<file path="config.mk">
export PLATFORM = sky130hd
export DESIGN_NAME = fetch_sequencer
export DESIGN_NICKNAME = d
export VERILOG_FILES = /design/src/rtl/fetch_sequencer_pkg.sv /design/src/rtl/fetch_sequencer_next_pc_calc.sv /design/src/rtl/fetch_sequencer.sv
export SDC_FILE = /design/constraint.sdc
export NUM_CORES = 1
export LEC_CHECK = 0
export ABC_AREA = 0
export CELL_PAD_IN_SITES_DETAIL_PLACEMENT = 2
export CELL_PAD_IN_SITES_GLOBAL_PLACEMENT = 2
export CORE_ASPECT_RATIO = 1.5
export CORE_MARGIN = 5
export CORE_UTILIZATION = 26
export DETAILED_ROUTE_END_ITERATION = 10
export PLACE_DENSITY_LB_ADDON = 0.08
export SKIP_LAST_GASP = 1
export SLEW_MARGIN = 15
export SYNTH_ARGS = -nofsm -noshare
export SYNTH_HDL_FRONTEND = slang
export SYNTH_SLANG_ARGS = --single-unit
</file>
<file path="constraint.sdc">
create_clock -name clk -period 3.9 [get_ports clk]
set_clock_uncertainty 0.1 [all_clocks]
set_input_delay 0.78 -clock clk [delete_from_list [all_inputs] [get_ports clk]]
set_output_delay 0.78 -clock clk [all_outputs]
set_load 0.02 [all_outputs]
</file>
<file path="src/rtl/fetch_sequencer_pkg.sv">
// Shared state encoding, PCSrc selector values and the reset PC for the fetch sequencer.
package fetch_sequencer_pkg;

    typedef enum logic [1:0] {
        StFetch = 2'b00,
        StHold  = 2'b01,
        StError = 2'b10
    } state_e;

    localparam logic [1:0] PCSRC_SEQ  = 2'b00;
    localparam logic [1:0] PCSRC_BR   = 2'b01;
    localparam logic [1:0] PCSRC_JALR = 2'b10;

    localparam logic [31:0] DEFAULT_RESET_PC = 32'h0000_0000;

endpackage

</file>
<file path="src/rtl/fetch_sequencer_next_pc_calc.sv">
// Combinational next-PC selection for a retiring instruction, with reserved-selector
// and alignment flags.
module fetch_sequencer_next_pc_calc
    import fetch_sequencer_pkg::*;
#(
    parameter int unsigned XLEN = 32
) (
    input  logic [XLEN-1:0] i_instr_pc,
    input  logic [1:0]      i_pcsrc,
    input  logic [XLEN-1:0] i_imm_ext,
    input  logic [XLEN-1:0] i_alu_result,
    output logic [XLEN-1:0] o_next_pc,
    output logic            o_bad_src,
    output logic            o_misaligned
);

    logic [XLEN-1:0] w_seq_pc;

    assign w_seq_pc = i_instr_pc + XLEN'(4);

    always_comb begin
        o_bad_src = 1'b0;
        o_next_pc = w_seq_pc;
        case (i_pcsrc)
            PCSRC_SEQ:  o_next_pc = w_seq_pc;
            PCSRC_BR:   o_next_pc = i_instr_pc + i_imm_ext;
            PCSRC_JALR: o_next_pc = i_alu_result & ~XLEN'(1);
            default: begin
                // Reserved selector still yields a sane sequential PC for debug.
                o_next_pc = w_seq_pc;
                o_bad_src = 1'b1;
            end
        endcase
    end

    assign o_misaligned = |o_next_pc[1:0];

endmodule

</file>
<file path="src/rtl/fetch_sequencer.sv">
// Program counter owner and instruction-fetch handshake FSM (FETCH -> HOLD -> FETCH).
// Optional performance counters are enabled by defining FETCH_PERF_CNT_EN.
module fetch_sequencer
    import fetch_sequencer_pkg::*;
#(
    parameter int unsigned     XLEN     = 32,
    parameter logic [XLEN-1:0] RESET_PC = XLEN'(DEFAULT_RESET_PC),
    parameter int unsigned     MAX_WAIT = 15
) (
    input  logic            clk,
    input  logic            rst_n,
    output logic            imem_req,
    output logic [XLEN-1:0] imem_addr,
    input  logic            imem_ack,
    input  logic [XLEN-1:0] imem_rdata,
    output logic [XLEN-1:0] instr,
    output logic [XLEN-1:0] instr_pc,
    output logic            instr_valid,
    input  logic            instr_ready,
    input  logic [1:0]      PCSrc,
    input  logic [XLEN-1:0] ImmExt,
    input  logic [XLEN-1:0] ALUResult,
    output logic            fetch_err
`ifdef FETCH_PERF_CNT_EN
    ,
    output logic [31:0]     cycle_cnt,
    output logic [31:0]     retired_cnt,
    output logic [31:0]     redirect_cnt
`endif
);

    localparam logic [3:0] WAIT_LAST = 4'(MAX_WAIT - 1);

    state_e          r_state;
    logic [XLEN-1:0] r_pc;
    logic [XLEN-1:0] r_instr;
    logic [XLEN-1:0] r_instr_pc;
    logic            r_instr_valid;
    logic            r_fetch_err;
    logic [3:0]      r_wait_cnt;

    logic [XLEN-1:0] w_next_pc;
    logic            w_bad_src;
    logic            w_misaligned;

    fetch_sequencer_next_pc_calc #(
        .XLEN (XLEN)
    ) u_next_pc_calc (
        .i_instr_pc   (r_instr_pc),
        .i_pcsrc      (PCSrc),
        .i_imm_ext    (ImmExt),
        .i_alu_result (ALUResult),
        .o_next_pc    (w_next_pc),
        .o_bad_src    (w_bad_src),
        .o_misaligned (w_misaligned)
    );

    always_ff @(posedge clk) begin
        if (!rst_n) begin
            r_state       <= StFetch;
            r_pc          <= RESET_PC;
            r_instr       <= '0;
            r_instr_pc    <= '0;
            r_instr_valid <= 1'b0;
            r_fetch_err   <= 1'b0;
            r_wait_cnt    <= '0;
        end else begin
            case (r_state)
                StFetch: begin
                    if (imem_ack) begin
                        r_instr       <= imem_rdata;
                        r_instr_pc    <= r_pc;
                        r_wait_cnt    <= '0;
                        r_instr_valid <= 1'b1;
                        r_state       <= StHold;
                    end else begin
                        r_wait_cnt <= r_wait_cnt + 4'd1;
                        // The MAX_WAIT-th consecutive miss is fatal.
                        if (r_wait_cnt == WAIT_LAST) begin
                            r_fetch_err <= 1'b1;
                            r_state     <= StError;
                        end
                    end
                end
                StHold: begin
                    if (instr_ready) begin
                        r_pc          <= w_next_pc;
                        r_instr_valid <= 1'b0;
                        if (w_bad_src || w_misaligned) begin
                            r_fetch_err <= 1'b1;
                            r_state     <= StError;
                        end else begin
                            r_state <= StFetch;
                        end
                    end
                end
                StError: r_state <= StError;
                default: begin
                    r_instr_valid <= 1'b0;
                    r_fetch_err   <= 1'b1;
                    r_state       <= StError;
                end
            endcase
        end
    end

    // Request is suppressed during the reset cycle itself.
    assign imem_req    = rst_n && (r_state == StFetch);
    assign imem_addr   = r_pc;
    assign instr       = r_instr;
    assign instr_pc    = r_instr_pc;
    assign instr_valid = r_instr_valid;
    assign fetch_err   = r_fetch_err;

`ifdef FETCH_PERF_CNT_EN
    logic [31:0] r_cycle_cnt;
    logic [31:0] r_retired_cnt;
    logic [31:0] r_redirect_cnt;
    logic        w_retire;

    assign w_retire = r_instr_valid && instr_ready;

    always_ff @(posedge clk) begin
        if (!rst_n) begin
            r_cycle_cnt    <= '0;
            r_retired_cnt  <= '0;
            r_redirect_cnt <= '0;
        end else if (r_state != StError) begin
            if (r_cycle_cnt != '1) begin
                r_cycle_cnt <= r_cycle_cnt + 32'd1;
            end
            if (w_retire && (r_retired_cnt != '1)) begin
                r_retired_cnt <= r_retired_cnt + 32'd1;
            end
            if (w_retire && (PCSrc != PCSRC_SEQ) && (r_redirect_cnt != '1)) begin
                r_redirect_cnt <= r_redirect_cnt + 32'd1;
            end
        end
    end

    assign cycle_cnt    = r_cycle_cnt;
    assign retired_cnt  = r_retired_cnt;
    assign redirect_cnt = r_redirect_cnt;
`endif

endmodule

</file>
==> Yosys cells after proc, flatten, opt, wreduce, memory -nomap -nowiden <==
Cells that the tools add are included.
Widths: inputs -> output; s select.
{ "word_totals": {"register_bits": 104, "inputBits": 102, "out_inout_bits": 99, "elab_cells": 49} }
{ "op_classes": {"n_addsub": 3, "n_eq_ne": 11, "n_mux": 16, "n_bitwise": 1, "reduce_logical": 11} }
{ "op_table": {"columns": ["operator", "count"], "rows": [
  ["$pmux 32 s2", 1],
  ["$add 32x3->32 const B", 1],
  ["$add 32x32->32", 1],
  ["$ne 2x2->1 const B", 5],
  ["$mux 2", 4],
  ["$mux 1", 7],
  ["$pmux 1 s3", 2],
  ["$reduce_and 2->1", 3],
  ["$reduce_and 5->1", 1],
  ["$add 4x1->4 const B", 1],
  ["$eq 2x1->1 const B", 2],
  ["$eq 2x2->1 const B", 2],
  ["$eq 4x4->1 const B", 1],
  ["$logic_not 2->1", 2],
  ["$mux 4", 1],
  ["$pmux 2 s2", 1],
  ["$ne 3x3->1 const B", 1],
  ["$reduce_and 3->1", 1],
  ["$reduce_or 3->1", 1],
  ["$reduce_or 2->1", 1],
  ["$logic_and 1x1->1", 1],
  ["$logic_or 1x1->1", 1],
  ["$not 1->1", 1]
]} }

==> Longest topological paths before layout <==
Gate-level depths: netlist of run 1.
{ "logic_depth": {"ltp_word": 7, "depth_mapped": 12, "mapped_depth_nobuf": 12} }

==> Modules after synthesis <==
From an unflattened synthesis of run 1, not the netlist that was laid out.
{ "unflattened": {"hier_cells": 860, "hier_area_um2": 6379.9} }
{ "by_module_without_submodules": {"columns": ["module", "instances", "cells_per_inst", "area_per_inst_um2"], "rows": [
  ["fetch_sequencer", 1, 465, 3677.3],
  ["fetch_sequencer_next_pc_calc", 1, 395, 2702.6]
]} }

==> Worst setup path after synthesis of run 1 <==
Ideal clock, no wire load.
{ "synth_timing": {"path_type": "input to register", "start": "in ImmExt[0]", "end": "reg r_pc[30] (netlist: imem_addr[30])", "setup_ns": 0.073, "arrival_ns": 3.044, "setup_slack_ns": 0.683, "path_stages": 12, "n_path_buf": 0, "path_cell_list": "ha_1 inv_1 fa_1 nor2b_1 o31a_1 o31ai_1 a21oi_1 nand3b_1 a31oi_1 o41ai_1 mux2_2 nor3_2"} }
{ "synth_via": {"elab_chain_cells": 2} }
{ "synth_rtl": {"columns": ["element", "line_no", "source"], "rows": [
  ["start: declaration", "fetch_sequencer.sv:21", "input logic [XLEN-1:0] ImmExt,"],
  ["$add 32x32->32", "fetch_sequencer_next_pc_calc.sv:26", "PCSRC_BR: o_next_pc = i_instr_pc + i_imm_ext;"],
  ["$pmux 32 s2", "fetch_sequencer_next_pc_calc.sv:24", "case (i_pcsrc)"],
  ["end signal: assignment", "fetch_sequencer.sv:87", "r_pc <= w_next_pc;"],
  ["end: declaration", "fetch_sequencer.sv:35", "logic [XLEN-1:0] r_pc;"]
]} }
Every way passes these cells.
A chain may end at the register's enable or synchronous reset.

==> Worst setup path after layout of run 1 <==
Ends and elaborated chain as after synthesis.

==> metrics.md, run 1 <==
| Metric | Value |
|---|---|
| Synth top area cells | dfxtp_1 (33%), a21oi_1 (11%), nand2_1 (11%) |
| Overflow after GRT | 0 |
| Number of DRC markers in iteration 0 | 245 |
| # setup viols final | 0 |
| Area Overhead vs Synth | 44.36% |
| Initial core utilization | a little over a quarter |
| Highest clock rate | about 280 MHz |
| Hold Path Depth | 2 |
| Antenna viol nets, final | 0 |
| Critical path origin | ImmExt[0] |
| # Post-CTS Setup Buffers | 0 |
| Slew margin rel. | between 20% and 30% |
| Root buf cell | clkbuf_16 |
| Crit path time final | 3587 ps |
| Initial antenna violation count | 0 |
| Period utilization | roughly 90% |
| DRT Wirelength | between 20000 and 30000 um |
| Rows | between 60 and 70 |
| Worst skew pair latency | approximately 360 ps |
| CP max-delay cell | clkdlybuf4s50_1 |
| Critical-path cell list | clkdlybuf4s50_1, ha_1, inv_1, fa_1, nor2b_1, o31a_1, o31ai_1, buf_4, a21oi_1, nand3b_1, a31oi_1, o41ai_1, mux2_2, nor3_2 |
| CTS tree | built |
| CP bufs+invs | 3 |
| Post-Syn Nets | 980 |
| Met2 wire length | ~14000 um |
| Core region area | about 24000 um^2 |
| FILL cells | 2794 |
| Commonest cells after routing, fill and taps aside | clkdlybuf4s50_1 (199), nand2_1 (180), a21oi_1 (138), dfxtp_1 (104), o21ai_0 (39) |
| Hold endpoint | instr[14] |
| Setup TNS | 0 ps |
| WP data required | 4100 ps |
| Final core utilization | between 30% and 40% |
| Routed WL per cell | 20.10 um |
| CTS sink count | 104 |
| Die area | between 20000 and 30000 um^2 |
| Pin count of the biggest net entering global routing | 88 |
| Most common cell after layout, fill and taps aside | clkdlybuf4s50_1 |
| Mapped Avg Cell Area | 7.495 um^2 |
| FF+latch count, synth | 104 |
| Nature of the critical path startpoint | input pin |
| FF-to-FF Start | instr_pc[0] |
| Min-delay src | instr[14] |
| Number of max-cap violations | 0 |
| Critical Setup Path Class | in -> reg |
| Tot Pwr | 2798 uW |
| Vias post-DR | 7001 |
| Reg clk slew, reported paths | about 80 ps |
| Max VDD drop | between 0.15 and 0.2 mV |
| DR WL met3 | 1719 um |
| Layout cells sized above 1 | approximately 6.5% |
| Port bufs | between 150 and 200 |
| Pins Over Slew Limit | 0 |
| Crit-path leading delay family | compound AO/OA/AOI/OAI gates |
| Reg-to-reg endpoint | imem_addr[30] |
| HP Class | reg -> reg |
| Post-synth EDFFs | 0 |
| Pwr per Cell Area | 307.9 nW/um^2 |
| Hold Vio Cnt, Final | 0 |
| Outcome | finished clean |
| Drt drc | 0 |
| Num CTS Buffers | 9 |
| RSZ-0062 raised after global routing | no |
| Worst path arrival time | between 3000 and 4000 ps |
| Yosys warns | 0 |
| Final #Nets | around 1.2k |
| Number of global-route vias before repair | just under 8k |
| Post_cts resized | 0 |
| Synth top area share | approximately a third |
| CTS Hold Bufs | 0 |
| Synth async-reset ratio | 0% |
| Leakage | 0.003391 uW |
| Cell variety after synth | just over 60 |
| R2R depth | 13 |
| Die width | roughly 140 um |
| GP Congestion | around 0.8 |
| Ports | 201 |
| CP Capture Type | flop |
| Mapped Area | 6296 um^2 |
| Global-route wire length before repair | between 40000 and 50000 um |
| H-tree levels | 3 |
| Top Layer Used | met4 |
| Worst R2R Setup Slack | around 770 ps |
| Final Cell Area | approximately 9100 um^2 |
| Post-DP Area | roughly 8800 um^2 |
| Synthesized instance count | 840 |
| Clock Path Buffers | 2 |
| First-pass DRT Iterations | 4 |
| Multi-input logic area | ~4000 um^2 |
| Die height | between 200 and 250 um |
| Crit-path max FO | 3 |
| Synth area leader | dfxtp_1 |
| Via density | just over 5 |
| Sequential cell area | about 2100 um^2 |
| Worst Tran Pin Value | about 1100 ps |
| Synth Flop Type | dfxtp_1 |
| Total GRT Usage | 19.70% |
| Final hold slack | ~360 ps |
| Metal-1 WL | roughly 11000 um |
| CP peak stage delay | roughly 460 ps |
| Sequential element share of the synthesized area | about a third |
| DP Wirelength | approximately 20000 um |
worst max path at each step:
stage / endpoint / cells past startpoint
floorplan: imem_addr[30] / 12
global placement: imem_addr[30] / 14
detailed placement: imem_addr[30] / 14
CTS: imem_addr[30] / 14
global route: imem_addr[30] / 14
finish: imem_addr[30] / 14
cell usage after synthesis (all sizes together) (3+ instances only):
cell and number:
nand2 181, a21oi 138, dfxtp 104, clkbuf 41
o21ai 39, ha 37, nor2 37, xnor2 27
nand3 22, inv 19, a221oi 18, xor2 18
a211oi 12, buf 12, nand4 12, a21o 11
nor3 9, a31oi 8, and3 8, nand2b 8
a22oi 6, a211o 5, and2 5, o211ai 5
o21bai 5, and4 4, nor2b 4, or4 4
a32o 3, mux2 3, nor4 3
logic make-up (layout without fill, tap and decap cells):
group	after synthesis	in the layout	share of synthesized area, %
muxes	4	4	0.6955
buffers and inverters	72	268	4.292
other	0	1	0
DFF	104	104	33.07
xor gates and xnor gates	45	45	6.260
and+or+nand+nor	305	305	21.74
adders and majority gates	38	38	7.671
AOI/OAI and AO/OA	272	272	26.27
cell type report:
cell class	instances	area share, %
antenna	1	0.02753
timing repair buffer	234	25.22
sequential	104	22.91
inverter	19	0.7847
clock inverter	3	0.4681
clock buffer	12	2.712
multi-input combinational	664	43.49
tap	319	4.392
per-layer routing:
metal	track usage (%)	up-vias
met5	0	-
met4	5.171	0
met3	5.717	28
met2	36.14	150
met1	21.78	3446
li1	-	3377
state kept, by name (all words and copies together) (netlist names):
signal,cells
fetch_err,1
imem_addr,32
instr,32
instr_pc,32
instr_valid,1
r_state,2
r_wait_cnt,4
worst reg2reg max path: stages, from the launching register on:
cell      delay (ps)
dfxtp_1          390
ha_1             190
inv_1             60
fa_1             410
nor2b_1          170
o31a_1           190
o31ai_1           90
buf_4            140
a21oi_1          130
nand3b_1         160
a31oi_1          130
o41ai_1          360
mux2_2           390
nor3_2           160
metrics by stage:
| stage | cells | setup slack (ps) |
|---|---|---|
| 3_3_place_gp | 1340 | -23.52 |
| 4_1_cts | 1355 | 287.0 |
| 2_1_floorplan | 840 | 683.2 |
| 6_report | 1356 | 313.1 |
| 3_5_place_dp | 1340 | -91.48 |
| 5_1_grt | 1355 | 121.3 |
report_power, final:
group,leakage (uW),internal [uW],switching [uW]
logic,0.00241,306,376
clock network,0.000139,513,448
registers,0.000847,1110,41.4
Power figures use the tool's default switching activity.
==> inputs of run 2 (changes only) <==
--- a/config.mk
+++ b/config.mk
@@ -17,4 +17,5 @@
 export SLEW_MARGIN = 15
 export SYNTH_ARGS = -nofsm -noshare
 export SYNTH_HDL_FRONTEND = slang
+export SYNTH_HIERARCHICAL = 1
 export SYNTH_SLANG_ARGS = --single-unit
==> metrics.md, run 2 <==
| Metric | Value |
|---|---|
| Outcome | finished clean |
| Die area | between 20000 and 30000 um^2 |
| Mapped Area | 6380 um^2 |
| Period utilization | a little over nine tenths |
| Worst Tran Pin Value | between 700 and 800 ps |
| Leakage | ~0.0035 uW |
| Ports | 201 |
| WP data required | between 4000 and 5000 ps |
| Worst path arrival time | 3930 ps |
| Die height | approximately 200 um |
| H-tree levels | 3 |
| CP Capture Type | flop |
| Most instantiated library cell after synthesis | nand2_1 |
| Crit path time final | around 3700 ps |
| Global-route wire length before repair | around 43000 um |
| Number of DRC markers in iteration 0 | 233 |
| Via density | 5.068 |
| Synthesized instance count | 860 |
| Post-Syn Nets | ~1.0k |
| Tot Pwr | between 2000 and 3000 uW |
| Synth top area cells | dfxtp_1 (33%), nand2_1 (13%), a21oi_1 (11%) |
| DP Wirelength | between 20000 and 25000 um |
| Root buf cell | clkbuf_16 |
| Core region area | ~24000 um^2 |
| Commonest cells after routing, fill and taps aside | nand2_1 (227), clkdlybuf4s50_1 (199), a21oi_1 (137), dfxtp_1 (104), buf_4 (55) |
| Final hold slack | 356.0 ps |
| FF-to-FF Start | instr_pc[0] |
| Critical Setup Path Class | in -> reg |
| Slew margin rel. | roughly half |
| Pin count of the biggest net entering global routing | 64 |
| Overflow after GRT | 0 |
| GRT Max-Usage Layer | met2 |
| Final core utilization | 38.28% |
| FF+latch count, synth | between 100 and 150 |
| Synth Flop Type | dfxtp_1 |
| Antenna viol nets, final | 0 |
| Cell variety after synth | 62 |
| Critical path origin | ImmExt[0] |
| First-pass DRT Iterations | 5 |
| Commonest cells in the netlist | nand2_1 (227), a21oi_1 (137), dfxtp_1 (104) |
| Routed WL per cell | ~20 um |
| Sequential element share of the synthesized area | between 30% and 40% |
| Synth async-reset ratio | 0% |
| Initial antenna violation count | 0 |
| Nature of the critical path startpoint | input pin |
| Global Route met2 Usage | 38.30% |
| Final #Nets | around 1.2k |
| CTS sink count | about 100 |
| Post-synth EDFFs | 0 |
| Synth top area share | about a third |
| HP Class | reg -> reg |
| CTS Hold Bufs | 0 |
| Worst R2R Setup Slack | between 500 and 600 ps |
| Area Overhead vs Synth | 45.58% |
| Mapped Avg Cell Area | 7.418 um^2 |
| GP Congestion | approximately 0.80 |
| Num CTS Buffers | 9 |
| Number of max-cap violations | 0 |
| Layout cells sized above 1 | under 10% |
| Die width | between 100 and 150 um |
| Port bufs | 199 |
| Most common cell after layout, fill and taps aside | nand2_1 |
| Pins Over Slew Limit | 0 |
| RSZ-0062 raised after global routing | no |
| R2R depth | 13 |
| Rows | 70 |
| Met3 Usage GRT | under 10% |
| Total GRT Usage | approximately a fifth |
| Reg-to-reg endpoint | imem_addr[20] |
| Pwr per Cell Area | approximately 300 nW/um^2 |
| CTS tree | built |
| ANT cells | 0 |
| Number of global-route vias before repair | slightly below 8k |
| Clock Path Buffers | 2 |
| Crit path to | imem_addr[20] |
| Yosys warns | 6 |
| Synth area leader | dfxtp_1 |
| Hold Vio Cnt, Final | 0 |
| Max VDD drop | between 0.15 and 0.2 mV |
| Crit-path max FO | 4 |
| Vias post-DR | between 7k and 8k |
| Highest clock rate | roughly 270 MHz |
| Worst skew pair latency | roughly 360 ps |
| Reg clk slew, reported paths | ~80 ps |
| GR met1 Demand/Resource | around 21% |
| # setup viols final | 0 |
| Initial core utilization | a little over a quarter |
| DRT Wirelength | ~28000 um |
| Drt drc | 0 |
[run 2: area by class of cell]
type	count	area, um^2
fill	2838	14970
multi-input combinational	689	4029
timing repair buffer	254	2405
inverter	12	46.29
sequential	104	2082
tap	324	405.4
clock buffer	10	239.0
clock inverter	5	81.33
[run 2: cells by family (layout without fill, tap and decap cells)]
kind of cell	after synthesis	in the layout	synth area share (%)
multiplexers	3	3	0.4707
adder cells (fa/ha/maj)	38	38	7.570
XOR/XNOR	51	51	7.001
flip-flops	104	104	32.63
AND/OR/NAND/NOR	333	333	22.49
buffers and inverters	67	281	4.432
AO/OA/AOI/OAI	264	264	25.40
[run 2: worst min-delay path by stage]
stage	startpoint	to	slack, ps	cells past startpoint
6_report	instr[4]	instr[4]	360	2
5_1_grt	instr[20]	instr[20]	380	2
4_1_cts	instr[4]	instr[4]	360	2
3_5_place_dp	instr[20]	instr[20]	350	2
3_3_place_gp	instr[22]	instr[22]	340	2
2_1_floorplan	r_wait_cnt[3]	r_wait_cnt[3]	360	2
[run 2: report_power, final]
part | switching, uW | internal [uW]
Combinational | 316 | 258
Sequential | 27.1 | 1100
Clock | 455 | 578
[run 2: repair_timing]
item / CTS / global route
resized for setup: 0 / 2
setup endpoints to repair: 0 / 7
buffers inserted: 0 / 1
[run 2: critical path, cell delays in order]
cell             delay [ps]
clkdlybuf4s50_1         410
ha_1                    230
fa_1                    420
a21o_1                  230
a221oi_2                300
nand2_1                 120
a221o_2                 440
buf_4                   170
a31oi_2                 240
o21ai_1                 110
xnor2_1                 130
o21ai_0                 140
nand2_1                  70
a21oi_1                 140
[run 2: metal layers]
layer / vias up / part of all wire (%)
met2: 139 / 55
met5: - / 0
li1: 3418 / -
met1: 3502 / 38
met3: 26 / 5.0
met4: 0 / 1.7
[run 2: through the flow]
step / setup slack, ps / TNS [ps] / cell area [um^2] / std cells
6_report: 168.6 / 0 / 9288 / 1398
5_1_grt: 17.09 / 0 / 9288 / 1398
4_1_cts: 38.37 / 0 / 9274 / 1397
3_5_place_dp: -324.7 / -2468 / 8954 / 1382
3_3_place_gp: -254.3 / -1883 / 8954 / 1382
2_1_floorplan: 453.1 / 0 / 6380 / 860
==> inputs of run 3 (changes only) <==
--- a/config.mk
+++ b/config.mk
@@ -6,13 +6,11 @@
 export NUM_CORES = 1
 export LEC_CHECK = 0
 export ABC_AREA = 0
-export CELL_PAD_IN_SITES_DETAIL_PLACEMENT = 2
-export CELL_PAD_IN_SITES_GLOBAL_PLACEMENT = 2
 export CORE_ASPECT_RATIO = 1.5
 export CORE_MARGIN = 5
-export CORE_UTILIZATION = 26
+export CORE_UTILIZATION = 47
 export DETAILED_ROUTE_END_ITERATION = 10
-export PLACE_DENSITY_LB_ADDON = 0.08
+export PLACE_DENSITY = 0.82
 export SKIP_LAST_GASP = 1
 export SLEW_MARGIN = 15
 export SYNTH_ARGS = -nofsm -noshare
==> metrics.md, run 3 (synthesized netlist as in run 2, its figures left out) <==
| Metric | Value |
|---|---|
| Port bufs | a little under 200 |
| Root buf cell | clkbuf_16 |
| Slew margin rel. | about 27% |
| DRT Wirelength | roughly 21000 um |
| Worst skew pair latency | around 350 ps |
| Global-route wire length before repair | around 33000 um |
| Drt drc | 0 |
| Routed WL per cell | about 17 um |
| Rows | 52 |
| Clock Path Buffers | 2 |
| Critical Path Most Common Cell | nand2_1 |
| Reg clk slew, reported paths | approximately 70 ps |
| Outcome | finished clean |
| Period utilization | 94.96% |
| Die area | between 15000 and 20000 um^2 |
| CP peak stage delay | between 400 and 500 ps |
| # setup viols final | 0 |
| Core region area | 13400 um^2 |
| Number of max-cap violations | 0 |
| Number of global-route vias before repair | ~6.7k |
| Layout cells sized above 1 | approximately 6.3% |
| Overflow after GRT | 0 |
| CP Capture Type | flop |
| Leakage | 0.003370 uW |
| Worst Tran Pin Value | ~1100 ps |
| First-pass DRT Iterations | 6 |
| CTS tree | built |
| Vias post-DR | between 6k and 7k |
| Max VDD drop | ~0.18 mV |
| Num CTS Buffers | 9 |
| Hold Vio Cnt, Final | 0 |
| Most common cell after layout, fill and taps aside | nand2_1 |
| Crit path time final | about 3700 ps |
| Commonest cells after routing, fill and taps aside | nand2_1 (227), clkdlybuf4s50_1 (199), a21oi_1 (137), dfxtp_1 (104) |
| WP data required | slightly above 4000 ps |
| Pwr per Cell Area | just under 300 nW/um^2 |
| Die height | between 150 and 200 um |
| Highest clock rate | around 270 MHz |
| Final #Nets | around 1.2k |
| DP Wirelength | ~15000 um |
| Nature of the critical path startpoint | input pin |
| Number of DRC markers in iteration 0 | 340 |
| CTS Hold Bufs | 0 |
| GP Congestion | roughly 0.92 |
| Setup TNS | 0 ps |
| Critical Setup Path Class | in -> reg |
| Initial core utilization | a little under half |
| Total GRT Usage | about a quarter |
| HP Class | reg -> reg |
| Pins Over Slew Limit | 0 |
| CP bufs+invs | 1 |
| Antenna viol nets, final | 0 |
| ANT cells | 0 |
| Final worst slack | 196.6 ps |
| Crit-path max FO | 5 |
| CP max-delay cell | a221o_2 |
| Ports | around 200 |
| Post-place setup slack | -194.4 ps |
| Die width | 105.1 um |
| Area Overhead vs Synth | 39.97% |
| Worst path arrival time | approximately 3900 ps |
| FILL cells | approximately 1.1k |
| Critical-path cell list | clkdlybuf4s50_1, ha_1, fa_1, a21o_1, a221oi_2, nand2_1, a221o_2, a41oi_4, a21oi_2, or3_1, nand3_1, nand2_1, a21oi_1 |
| CTS sink count | approximately 100 |
| Post-DP Area | around 8600 um^2 |
| Crit-path leading delay family | compound AO/OA/AOI/OAI gates |
| H-tree levels | 3 |
| Tot Pwr | 2634 uW |
| Final Cell Area | just under 9000 um^2 |
| Initial antenna violation count | 0 |
| Via density | between 5 and 6 |
| Pin count of the biggest net entering global routing | 102 |
| RSZ-0062 raised after global routing | no |
run 3: worst min-delay path: stages, from the launching register on:
cell	delay (ps)
dfxtp_1	310
nand2_1	50
a21oi_1	50
run 3: layout make-up:
cell class | instances | area (um^2) | area share, %
multi-input cells | 689 | 4026 | 45.09
repair buffers | 233 | 2260 | 25.30
flip-flops and latches | 104 | 2082 | 23.32
clock buffers | 9 | 225.2 | 2.522
well taps | 162 | 202.7 | 2.270
clock inverters | 7 | 87.58 | 0.9808
inverters | 12 | 46.29 | 0.5184
run 3: worst paths after layout:
path | from | end | slack (ps) | depth (start not counted)
setup / recovery | ImmExt[0] | imem_addr[30] | 200 | 13
hold / removal | instr[9] | instr[9] | 350 | 2
setup reg to reg | instr_pc[0] | imem_addr[30] | 650 | 12
hold reg to reg | instr[9] | instr[9] | 350 | 2
run 3: metal layers:
metal	vias to the layer above	share of wire, %	wire [um]	global-route usage (%)
met1	3218	37	7737	26.49
met5	-	0	0	0
met4	0	4.4	924	12.43
li1	3386	-	-	-
met3	73	6.9	1439	6.486
met2	281	52	10840	45.56
run 3: report_power, final:
group	switching, uW	leakage [uW]	internal, uW
logic	294	0.00237	253
registers	26.5	0.000844	1100
clock network	448	0.000154	514
run 3: stage by stage:
| step | hold slack [ps] | util (%) | instances |
|---|---|---|---|
| after CTS | 356.1 | 66.52 | 1215 |
| after detailed placement | 345.7 | 64.19 | 1199 |
| after global placement | 340.5 | 64.19 | 1199 |
| after global routing | 369.4 | 66.63 | 1216 |
| final | 353.0 | 66.63 | 1216 |
| after floorplan | 361.9 | - | 860 |
run 3: repair_timing:
action	in CTS	in global routing
endpoints found under the hold margin	0	0
endpoints found under the setup margin	0	4
setup buffers	0	1
gates resized for setup	0	2
